## src/rtl/data_sync_tx.sv

```systemverilog
// data_sync_tx: source-side sender for the multi-bit data synchronizer.
// It latches a word onto UNSYNC_BUS, raises BUS_ENABLE as a level request,
// and completes a 4-phase handshake against a locally synchronized ACK_ASYNC.
// Optional feature macro: DATA_SYNC_TX_TIMEOUT_EN adds a per-phase handshake
// timeout that reports on TX_ERR. Without it, TX_ERR is constant 0.
module data_sync_tx #(
    parameter int BUS_WIDTH      = 8,
    parameter int NUM_STAGES     = 2,
    parameter int TIMEOUT_CYCLES = 64
) (
    input  logic                 CLK,
    input  logic                 RST,
    input  logic [BUS_WIDTH-1:0] TX_DATA,
    input  logic                 TX_VALID,
    output logic                 TX_READY,
    output logic [BUS_WIDTH-1:0] UNSYNC_BUS,
    output logic                 BUS_ENABLE,
    input  logic                 ACK_ASYNC,
    output logic                 TX_DONE,
    output logic                 TX_ERR
);

    // Reject configurations the synchronizer chain or timeout cannot support.
    if (NUM_STAGES < 2 || TIMEOUT_CYCLES < 2) begin : g_bad_params
        $error("data_sync_tx: NUM_STAGES and TIMEOUT_CYCLES must both be >= 2");
    end

    typedef enum logic [1:0] {
        ST_IDLE = 2'd0,
        ST_REQ  = 2'd1,
        ST_REL  = 2'd2
    } state_t;

    state_t                 state_q;
    logic [BUS_WIDTH-1:0]   bus_q;
    logic                   bus_en_q;
    logic                   done_q;
    logic                   err_q;
    logic [NUM_STAGES-1:0]  ack_sync_q;
    logic                   ack_sync_s;
    logic                   timeout_s;

    assign ack_sync_s = ack_sync_q[NUM_STAGES-1];

    // Bring the asynchronous acknowledge level into CLK through a flop chain.
    always_ff @(posedge CLK) begin
        if (RST) begin
            ack_sync_q <= '0;
        end else begin
            ack_sync_q <= {ack_sync_q[NUM_STAGES-2:0], ACK_ASYNC};
        end
    end

`ifdef DATA_SYNC_TX_TIMEOUT_EN
    localparam int CNT_W = $clog2(TIMEOUT_CYCLES);

    logic [CNT_W-1:0] cnt_q;
    logic [CNT_W-1:0] cnt_d;
    logic             hold_s;

    // A phase is "held" while its exit condition has not yet been observed.
    always_comb begin
        hold_s = 1'b0;
        if (state_q == ST_REQ) begin
            hold_s = ~ack_sync_s;
        end else if (state_q == ST_REL) begin
            hold_s = ack_sync_s;
        end else begin
            hold_s = 1'b0;
        end
    end

    // The last waiting cycle of a phase is when the count reaches TIMEOUT_CYCLES-1.
    assign timeout_s = hold_s && (cnt_q == CNT_W'(TIMEOUT_CYCLES - 1));

    // Count waiting cycles; any state change (exit, timeout, idle) clears it.
    always_comb begin
        cnt_d = '0;
        if (hold_s && !timeout_s) begin
            cnt_d = cnt_q + CNT_W'(1);
        end else begin
            cnt_d = '0;
        end
    end

    // Register the phase timeout counter.
    always_ff @(posedge CLK) begin
        if (RST) begin
            cnt_q <= '0;
        end else begin
            cnt_q <= cnt_d;
        end
    end
`else
    assign timeout_s = 1'b0;
`endif

    // Handshake FSM: owns the bus word, the request level and the status pulses.
    always_ff @(posedge CLK) begin
        if (RST) begin
            state_q  <= ST_IDLE;
            bus_q    <= '0;
            bus_en_q <= 1'b0;
            done_q   <= 1'b0;
            err_q    <= 1'b0;
        end else begin
            done_q <= 1'b0;
            err_q  <= 1'b0;
            case (state_q)
                ST_IDLE: begin
                    if (TX_VALID) begin
                        bus_q    <= TX_DATA;
                        bus_en_q <= 1'b1;
                        state_q  <= ST_REQ;
                    end else begin
                        state_q  <= ST_IDLE;
                    end
                end
                ST_REQ: begin
                    if (ack_sync_s) begin
                        bus_en_q <= 1'b0;
                        state_q  <= ST_REL;
                    end else if (timeout_s) begin
                        bus_en_q <= 1'b0;
                        err_q    <= 1'b1;
                        state_q  <= ST_REL;
                    end else begin
                        state_q  <= ST_REQ;
                    end
                end
                ST_REL: begin
                    if (!ack_sync_s) begin
                        done_q  <= 1'b1;
                        state_q <= ST_IDLE;
                    end else if (timeout_s) begin
                        err_q   <= 1'b1;
                        state_q <= ST_IDLE;
                    end else begin
                        state_q <= ST_REL;
                    end
                end
                default: begin
                    bus_en_q <= 1'b0;
                    state_q  <= ST_IDLE;
                end
            endcase
        end
    end

    assign TX_READY   = (state_q == ST_IDLE);
    assign UNSYNC_BUS = bus_q;
    assign BUS_ENABLE = bus_en_q;
    assign TX_DONE    = done_q;
    assign TX_ERR     = err_q;

endmodule

```

## config.mk

```make
export PLATFORM = sky130hd
export DESIGN_NAME = data_sync_tx
export DESIGN_NICKNAME = d
export VERILOG_FILES = /design/src/rtl/data_sync_tx.sv
export SDC_FILE = /design/constraint.sdc
export NUM_CORES = 1
export LEC_CHECK = 0
export ABC_AREA = 1
export BUFFER_PORTS_ARGS = -buffer_cell sky130_fd_sc_hd__buf_2
export CAP_MARGIN = 20
export CORE_MARGIN = 2
export CORE_UTILIZATION = 40
export CTS_CLUSTER_SIZE = 14
export DETAILED_ROUTE_END_ITERATION = 8
export HOLD_SLACK_MARGIN = 0.1
export PLACE_DENSITY = 0.71
export SLEW_MARGIN = 30
export SYNTH_ARGS = -nofsm -noshare
export SYNTH_HDL_FRONTEND = slang
export SYNTH_SLANG_ARGS = --single-unit
export TNS_END_PERCENT = 20
```

## constraint.sdc

```tcl
create_clock -name CLK -period 0.9 [get_ports CLK]
set_input_delay 0.045 -clock CLK [delete_from_list [all_inputs] [get_ports CLK]]
set_output_delay 0.045 -clock CLK [all_outputs]
set_load 0.05 [all_outputs]
```

==> flow_summary.ini, run 1 <==
[logic_synthesis]
synth_cell_types = 14
avgSynthCellArea_um2 = 7.29
synth-seq-area-share = 0.487
synth_nets = 91
muxShareOfSynthArea = 0
netlist_instances = 79
synth_compound_area_frac = 0.0957
synth_top_family_by_area = simple AND/OR/NAND/NOR gates
synthAdderAreaFrac = 0
synth_area_um2 = 576
synth-xor-area-share = 0
postSynthRegisterBits = 14
ys_warn_count = 0
synthSimpleGateAreaFrac = 0.267

[floorplanning]
ioPinCount = 24
initial_core_util = 0.437
die_h_um = 41.9
fp-row-count = 13
coreArea_um2 = 1320
die_w_um = 41.9
die_area_um2 = 1760

[grt]
track_usage = 0.175
busiest_layer = met2
use_met2 = 0.334
overflow = 0
grt_max_degree = 18
antenna_found_initial = 0
met1_usage = 0.173
grtUsageMet3 = 0.0304
grt_pass1_vias = 541
grt_first_pass_wirelength_um = 2280

[drt]
viasPerCell = 4.71
ant_nets = 0
drc = 0
routed-via-count = 612
drtIter0Drc = 19
wl_um = 1500
firstDrtPassIters = 4
wire_per_inst_um = 11.5

[final_layout]
syn_to_final_growth_pct = 62.2
final_core_util = 0.708
design_area_um2 = 933
drive_above_1_share = 0.330
layout_common_cells = 13 x inv_1, 12 x nand2_1, 11 x dfxtp_1, 11 x buf_2
n_antenna_cell = 0
final_nets = 128
final_common_cell = inv_1

[sta]
max_freq_mhz = 954
tns_ns = -1.03
drv_slew = 0
setup_slack_ns = -0.148
period_needed_ns = 1.05
hold_violations = 0
rsz0062_at_grt = yes
post-route-period-util = 1.16
setup_violations = 11
fin_skew_ns = 0.00601

[critical_path]
path_delay_family = flip-flops
worstPathRequired_ns = 0.85
cp.arrival_ns = 1.00
critPathMaxFanout = 3
reg2reg_from = state_q[1]$_SDFF_PP0_
setup.worst_path.class = reg2out
start_kind = flip-flop
timing.rr.end = UNSYNC_BUS[4]$_SDFFE_PP0P_
path_cells = nor2_4, buf_12, buf_12
slowest_stage = dfxtp_2
slowest_delay_ns = 0.34
reg2reg_slack_ns = -0.12
path_common_cell = buf_12
cp-end-kind = output port
path_buf_inv = 2
worst_r2r_path_depth = 6

[pwr]
leakage_uw = 0.000486
peakVddDrop_mv = 1.14
total_power_uw = 1730
p_per_area_nw_per_um2 = 1850

[hold_path]
whs_path_depth = 5
hold_path_class = in2reg
hold_end = UNSYNC_BUS[1]$_SDFFE_PP0P_
hold_start = TX_DATA[1]

[run_status]
outcome = complete, but fails checks
violations = negative setup slack

[clock_network]
clkLatencyLatePin_ns = 0.29
cts_buffers = 3
cts_max_level = 1
path_clk_slew_ns = 0.09
cts_root_buf = clkbuf_4
numClockSinks = 14
cts_tree = built
clock_path_buffers = 2

[place]
gp_congestion = 0.782
place_area_um2 = 714
hpwlAfterDp_um = 783
io_buffers = 22

[job]
drv_cap = 0
[report_power, final]
| group | internal (uW) | total (uW) | switching [uW] |
|---|---|---|---|
| sequential | 672 | 706 | 33.7 |
| clock | 247 | 472 | 225 |
| combinational | 235 | 549 | 314 |
| total | 1150 | 1730 | 573 |
[worst max-delay path by stage]
stage | from | end | slack (ns) | cells after the start
2_1_floorplan | state_q[1]$_SDFF_PP0_ | state_q[0]$_SDFF_PP0_ | -0.02 | 4
3_3_place_gp | state_q[1]$_SDFF_PP0_ | UNSYNC_BUS[0]$_SDFFE_PP0P_ | 0.02 | 5
3_5_place_dp | state_q[1]$_SDFF_PP0_ | UNSYNC_BUS[1]$_SDFFE_PP0P_ | -0.01 | 5
4_1_cts | state_q[0]$_SDFF_PP0_ | TX_READY | -0.15 | 3
5_1_grt | state_q[1]$_SDFF_PP0_ | UNSYNC_BUS[7]$_SDFFE_PP0P_ | -0.18 | 6
6_report | state_q[1]$_SDFF_PP0_ | TX_READY | -0.15 | 3
[routing by layer]
metal,vias to the layer above,routed length (um)
li1,313,-
met1,273,567
met2,22,817
met3,4,94
met4,0,18
met5,-,0
[registers in the layout, indices dropped and copies added (netlist names)]
name	count
UNSYNC_BUS	8
ack_sync_q	2
TX_DONE	1
state_q	2
BUS_ENABLE	1
[synthesized netlist by cell type]
cell type / n / share of area
a21oi_1: 9 / 0.078
buf_2: 3 / 0.026
buf_4: 1 / 0.013
buf_6: 1 / 0.020
conb_1: 1 / 0.0065
dfxtp_1: 14 / 0.49
inv_1: 13 / 0.085
nand2_1: 12 / 0.078
nand3_1: 10 / 0.087
nor2_1: 11 / 0.072
nor2_4: 1 / 0.020
o21ai_0: 1 / 0.0087
o21ai_1: 1 / 0.0087
or2_2: 1 / 0.011
[worst min-delay path, cell delays in order]
cell	delay, ns
buf_2	0.09
inv_1	0.05
nand3_1	0.07
nand2_1	0.06
nor2_1	0.04
[area by class of cell]
type | count | area (um^2)
clock buffer | 4 | 36.3
fill | 102 | 384
inverter | 13 | 48.8
multi-input combinational | 47 | 215
sequential | 14 | 284
tap | 15 | 18.8
timing repair buffer | 37 | 330
[logic make-up after synthesis]
logic type      after synthesis
compound gates               11
buf+inv                      18
flops                        14
other cells                   1
simple gates                 35
[stage by stage]
step,cells,hold slack (ns),setup WS [ns]
final,130,0.100,-0.148
after global routing,130,0.110,-0.177
after CTS,130,0.106,-0.149
after detailed placement,115,0.245,-0.0123
after global placement,115,0.241,0.0225
after floorplan,79,0.116,-0.0175
[what timing repair did]
| action | in CTS | in global routing |
|---|---|---|
| endpoints found under the hold margin | 11 | 0 |
| buffers inserted | 2 | 0 |
| pin swaps | 1 | 1 |
| gates resized for setup | 15 | 12 |
| setup endpoints to repair | 14 | 20 |
| hold buffers | 9 | 0 |
Power figures use the tool's default switching activity.
==> run 2: changes to the inputs <==
--- a/config.mk
+++ b/config.mk
@@ -8,12 +8,12 @@
 export ABC_AREA = 1
 export BUFFER_PORTS_ARGS = -buffer_cell sky130_fd_sc_hd__buf_2
 export CAP_MARGIN = 20
-export CORE_MARGIN = 2
-export CORE_UTILIZATION = 40
+export CORE_AREA = 2 2 39 41
 export CTS_CLUSTER_SIZE = 14
 export DETAILED_ROUTE_END_ITERATION = 8
+export DIE_AREA = 0 0 41 43
 export HOLD_SLACK_MARGIN = 0.1
-export PLACE_DENSITY = 0.71
+export PLACE_DENSITY = 0.77
 export SLEW_MARGIN = 30
 export SYNTH_ARGS = -nofsm -noshare
 export SYNTH_HDL_FRONTEND = slang
==> constraint.sdc (replaced) <==
create_clock -name CLK -period 1.3 [get_ports CLK]
set_input_delay 0.065 -clock CLK [delete_from_list [all_inputs] [get_ports CLK]]
set_output_delay 0.065 -clock CLK [all_outputs]
set_load 0.05 [all_outputs]
==> run 2 against run 1 <==
- the run now ends clean
- die area up 0.28%
- count of clock-buffer cells in the layout down 1
- sequential share of layout area up 6.8 points
- routed wire length down 28%
- first-iteration DRC count down 68%
- clock skew down 0.0025 ns
- total power down 42%
- via count down 10%
- global-route usage down 2.6 points
- sequential cell count unchanged
==> flow_summary.ini, run 2 (synthesized netlist as in run 1, its figures left out) <==
[sta]
rsz0062_at_grt = no
drv_slew = 0
max_freq_mhz = 940
tns_ns = 0
period_needed_ns = 1.06
hold_violations = 0
fin_skew_ns = 0.00350
post-route-period-util = 0.818
setup_violations = 0

[critical_path]
cp-end-kind = output port
worstPathRequired_ns = 1.24
reg2reg_slack_ns = 0.31
cp.arrival_ns = 1.00
reg2reg_from = state_q[1]$_SDFF_PP0_
start_kind = flip-flop
slowest_stage = dfxtp_1
timing.rr.end = UNSYNC_BUS[3]$_SDFFE_PP0P_
path_cells = nor2_4, buf_4
worst_r2r_path_depth = 5
critPathMaxFanout = 4
setup.worst_path.class = reg2out
slowest_delay_ns = 0.35

[clock_network]
cts_buffers = 3
clock_path_buffers = 2
clkLatencyLatePin_ns = 0.28
numClockSinks = 14
cts_tree = built
cts_root_buf = clkbuf_4
cts_max_level = 1
path_clk_slew_ns = 0.08

[hold_path]
whs_path_depth = 5
hold_end = UNSYNC_BUS[1]$_SDFFE_PP0P_
hold_start = TX_DATA[1]
hold_path_class = in2reg

[place]
io_buffers = 22
hpwlAfterDp_um = 713
place_inst = 112
gp_congestion = 0.736

[grt]
grt_max_degree = 18
antenna_found_initial = 0
track_usage = 0.148
grt_first_pass_wirelength_um = 1720
grt_pass1_vias = 461
overflow = 0

[final_layout]
final_nets = 119
fin_cells = 121
final_common_cell = buf_2
largest_reg_flops = 8
syn_to_final_growth_pct = 30.7
final_core_util = 0.543
n_fill_cell = 143
n_antenna_cell = 0
drive_above_1_share = 0.276
layout_common_cells = 21 x buf_2, 14 x dfxtp_1, 13 x inv_1, 12 x nand2_1, 11 x nor2_1

[floorplanning]
initial_core_util = 0.416
fp-row-count = 14
die_h_um = 43
ioPinCount = 24
die_area_um2 = 1760
coreArea_um2 = 1380
die_w_um = 41

[drt]
firstDrtPassIters = 4
drc = 0
wl_um = 1070
viasPerCell = 4.54
routed-via-count = 549
wire_per_inst_um = 8.87
ant_nets = 0
drtIter0Drc = 6

[pwr]
p_switching_uw = 344
p_sw_frac = 0.343
peakVddDrop_mv = 0.567
seqPwrFrac = 0.481
p_int_uw = 659
p_per_area_nw_per_um2 = 1330
combPwrFrac = 0.284
leakage_uw = 0.000409
clock_power_share = 0.235

[job]
drv_cap = 0

[run_status]
outcome = completed
run 2: worst max-delay path by stage:
stage | from | to | slack, ns | cells after the start
floorplan | state_q[0]$_SDFF_PP0_ | UNSYNC_BUS[0]$_SDFFE_PP0P_ | 0.33 | 4
global placement | state_q[0]$_SDFF_PP0_ | TX_READY | 0.27 | 2
detailed placement | state_q[0]$_SDFF_PP0_ | TX_READY | 0.24 | 2
CTS | state_q[1]$_SDFF_PP0_ | TX_READY | 0.22 | 2
global route | state_q[1]$_SDFF_PP0_ | TX_READY | 0.16 | 2
finish | state_q[1]$_SDFF_PP0_ | TX_READY | 0.24 | 2
run 2: final cells by class:
class	count	area (um^2)	share of cell area
timing repair buffer	28	168	0.223
sequential	14	280	0.373
inverter	13	48.8	0.0649
tap	16	20.0	0.0266
clock buffer	3	22.5	0.0300
multi-input combinational	47	213	0.283
run 2: per-layer routing:
layer  global-route usage  vias up  share of wire
met4                0.100        0          0.032
met1                0.157      227           0.44
met5                    0        -              0
met3               0.0628        5          0.089
met2                0.225       22           0.44
li1                     -      295              -
run 2: critical path: cells and delay by family (launching register included):
| kind | cells | cell delay, ns |
|---|---|---|
| DFF | 1 | 0.35 |
| buffers and inverters | 1 | 0.22 |
| and+or+nand+nor | 1 | 0.16 |
run 2: power groups by stage:
stage | combinational (uW) | clock, uW | sequential [uW]
detailed placement | 263 | 0 | 493
floorplan | 120 | 0 | 590
global placement | 260 | 0 | 492
global route | 310 | 270 | 489
finish | 285 | 235 | 483
CTS | 286 | 244 | 483
run 2: per-stage QoR:
step	total power, uW	setup WS [ns]	area [um^2]	hold slack [ns]
floorplan	709	0.333	576	0.136
global placement	752	0.265	672	0.260
detailed placement	756	0.241	672	0.267
CTS	1010	0.225	752	0.100
global route	1070	0.162	752	0.114
finish	1000	0.236	752	0.107
run 2: timing repair:
action / 4_1_cts / 5_1_grt
endpoints found under the hold margin: 6 / 0
resized for setup: 1 / 0
hold buffers: 4 / 0
buffers inserted: 2 / 0
setup endpoints to repair: 1 / 0
==> run 3: changes to the inputs <==
--- a/config.mk
+++ b/config.mk
@@ -8,12 +8,12 @@
 export ABC_AREA = 1
 export BUFFER_PORTS_ARGS = -buffer_cell sky130_fd_sc_hd__buf_2
 export CAP_MARGIN = 20
-export CORE_AREA = 2 2 39 41
+export CORE_MARGIN = 2
+export CORE_UTILIZATION = 40
 export CTS_CLUSTER_SIZE = 14
 export DETAILED_ROUTE_END_ITERATION = 8
-export DIE_AREA = 0 0 41 43
 export HOLD_SLACK_MARGIN = 0.1
-export PLACE_DENSITY = 0.77
+export PLACE_DENSITY = 0.75
 export SLEW_MARGIN = 30
 export SYNTH_ARGS = -nofsm -noshare
 export SYNTH_HDL_FRONTEND = slang
==> constraint.sdc (replaced) <==
create_clock -name CLK -period 0.9 [get_ports CLK]
set_input_delay 0.045 -clock CLK [delete_from_list [all_inputs] [get_ports CLK]]
set_output_delay 0.045 -clock CLK [all_outputs]
set_load 0.05 [all_outputs]
==> run 3 against run 2 <==
- the flow now finishes with violations (negative setup slack)
- critical path type unchanged
- clock skew is essentially flat
- core utilization grew 19 points
- count of clock-buffer cells in the layout grew 1
- final area grew 28%
- largest cell class is now buffers
- largest power group unchanged
- critical endpoint unchanged
==> flow_summary.ini, run 3 (synthesized netlist as in run 1, its figures left out) <==
[drt]
drc = 0
drtIter0Drc = 10
viasPerCell = 4.72
firstDrtPassIters = 4
ant_nets = 0
routed-via-count = 628
wl_um = 1480
wire_per_inst_um = 11.1

[place]
io_buffers = 22
hpwlAfterDp_um = 771
gp_congestion = 0.759

[critical_path]
reg2reg_slack_ns = -0.10
cp-end-kind = output port
worstPathRequired_ns = 0.85
slowest_stage = dfxtp_2
critPathMaxFanout = 5
cp.arrival_ns = 1.01
path_cells = nor2_4, buf_12, buf_12
path_buf_inv = 2
setup.worst_path.class = reg2out
path_delay_family = flip-flops
start_kind = flip-flop
path_common_cell = buf_12
slowest_delay_ns = 0.35

[floorplanning]
initial_core_util = 0.437
die_h_um = 41.9
ioPinCount = 24
fp-row-count = 13
die_w_um = 41.9
die_area_um2 = 1760
coreArea_um2 = 1320

[grt]
antenna_found_initial = 0
grt_max_degree = 18
track_usage = 0.206
overflow = 0
grt_pass1_vias = 611
grt_first_pass_wirelength_um = 2560

[clock_network]
cts_max_level = 1
cts_tree = built
clock_path_buffers = 2
cts_buffers = 3
cts_root_buf = clkbuf_4
path_clk_slew_ns = 0.08
numClockSinks = 14
clkLatencyLatePin_ns = 0.28

[sta]
period_needed_ns = 1.06
drv_slew = 0
post-route-period-util = 1.18
fin_skew_ns = 0.00397
max_freq_mhz = 944
hold_violations = 0
setup_violations = 11
tns_ns = -0.665
rsz0062_at_grt = yes
whs_ns = 0.160
setup_slack_ns = -0.160

[final_layout]
syn_to_final_growth_pct = 67.8
final_core_util = 0.733
final_nets = 131
largest_reg_flops = 8
n_antenna_cell = 0
final_common_cell = inv_1
drive_above_1_share = 0.364
layout_common_cells = 13 x inv_1, 12 x nand2_1, 11 x dfxtp_1, 11 x nor2_1, 11 x buf_2

[pwr]
seqPwrFrac = 0.412
leakage_uw = 0.000493
peakVddDrop_mv = 1.04
combPwrFrac = 0.326
clock_power_share = 0.262
p_int_uw = 1160
p_sw_frac = 0.324
p_per_area_nw_per_um2 = 1780
p_switching_uw = 556

[job]
drv_cap = 0

[hold_path]
hold_path_class = in2reg

[run_status]
violations = negative setup slack
outcome = complete, but fails checks
run 3: cell count changes in the layout (fill, tap and decap cells not counted), sizes merged:
cell / change
clkbuf: +1
dlygate4sd3: +6
buf: +6
run 3: layout make-up:
cell class / count / area, um^2
inverter: 13 / 48.8
sequential: 14 / 284
fill: 107 / 352
tap: 15 / 18.8
clock buffer: 4 / 36.3
timing repair buffer: 40 / 349
multi-input combinational: 47 / 229
run 3: final timing paths:
check | from | cells past startpoint | end
worst max-delay path | state_q[1]$_SDFF_PP0_ | 3 | TX_READY
worst min-delay path | TX_VALID | 3 | BUS_ENABLE$_SDFFE_PP0P_
worst max register to register | state_q[1]$_SDFF_PP0_ | 6 | UNSYNC_BUS[4]$_SDFFE_PP0P_
worst min register to register | ack_sync_q[0]$_SDFF_PP0_ | 2 | ack_sync_q[1]$_SDFF_PP0_
run 3: power groups by stage:
stage	combinational (uW)	clock [uW]	sequential, uW
final	561	450	709
after CTS	533	471	700
after global routing	602	504	715
after detailed placement	423	0	710
after global placement	418	0	709
after floorplan	183	0	852
run 3: what timing repair did:
action / in CTS / in global routing
cloned: 0 / 0
pin swaps: 1 / 1
gates resized for setup: 17 / 11
hold buffers: 10 / 0
endpoints found under the setup margin: 15 / 18
buffers inserted: 3 / 1
endpoints found under the hold margin: 12 / 0
run 3: routing by layer:
layer  vias to the layer above  GRT usage  wire [um]
met5                         -          0          0
met4                         0      0.194        101
met3                        10     0.0696         75
met2                        23      0.338        750
met1                       279      0.198        552
li1                        316          -          -
run 3: worst reg2reg max path: stages (launching register included):
cell and delay [ns]:
dfxtp_2 0.35, nor2_4 0.14, buf_12 0.12, buf_4 0.12, nand3_1 0.06, nand2_1 0.07, nor2_1 0.05
run 3: through the flow:
step,total power (uW),cells,setup slack (ns),area (um^2)
after floorplan,1040,79,-0.0175,586
after global placement,1130,115,0.0232,714
after detailed placement,1130,115,-0.0165,714
after CTS,1700,132,-0.162,923
after global routing,1820,133,-0.198,966
final,1720,133,-0.160,966
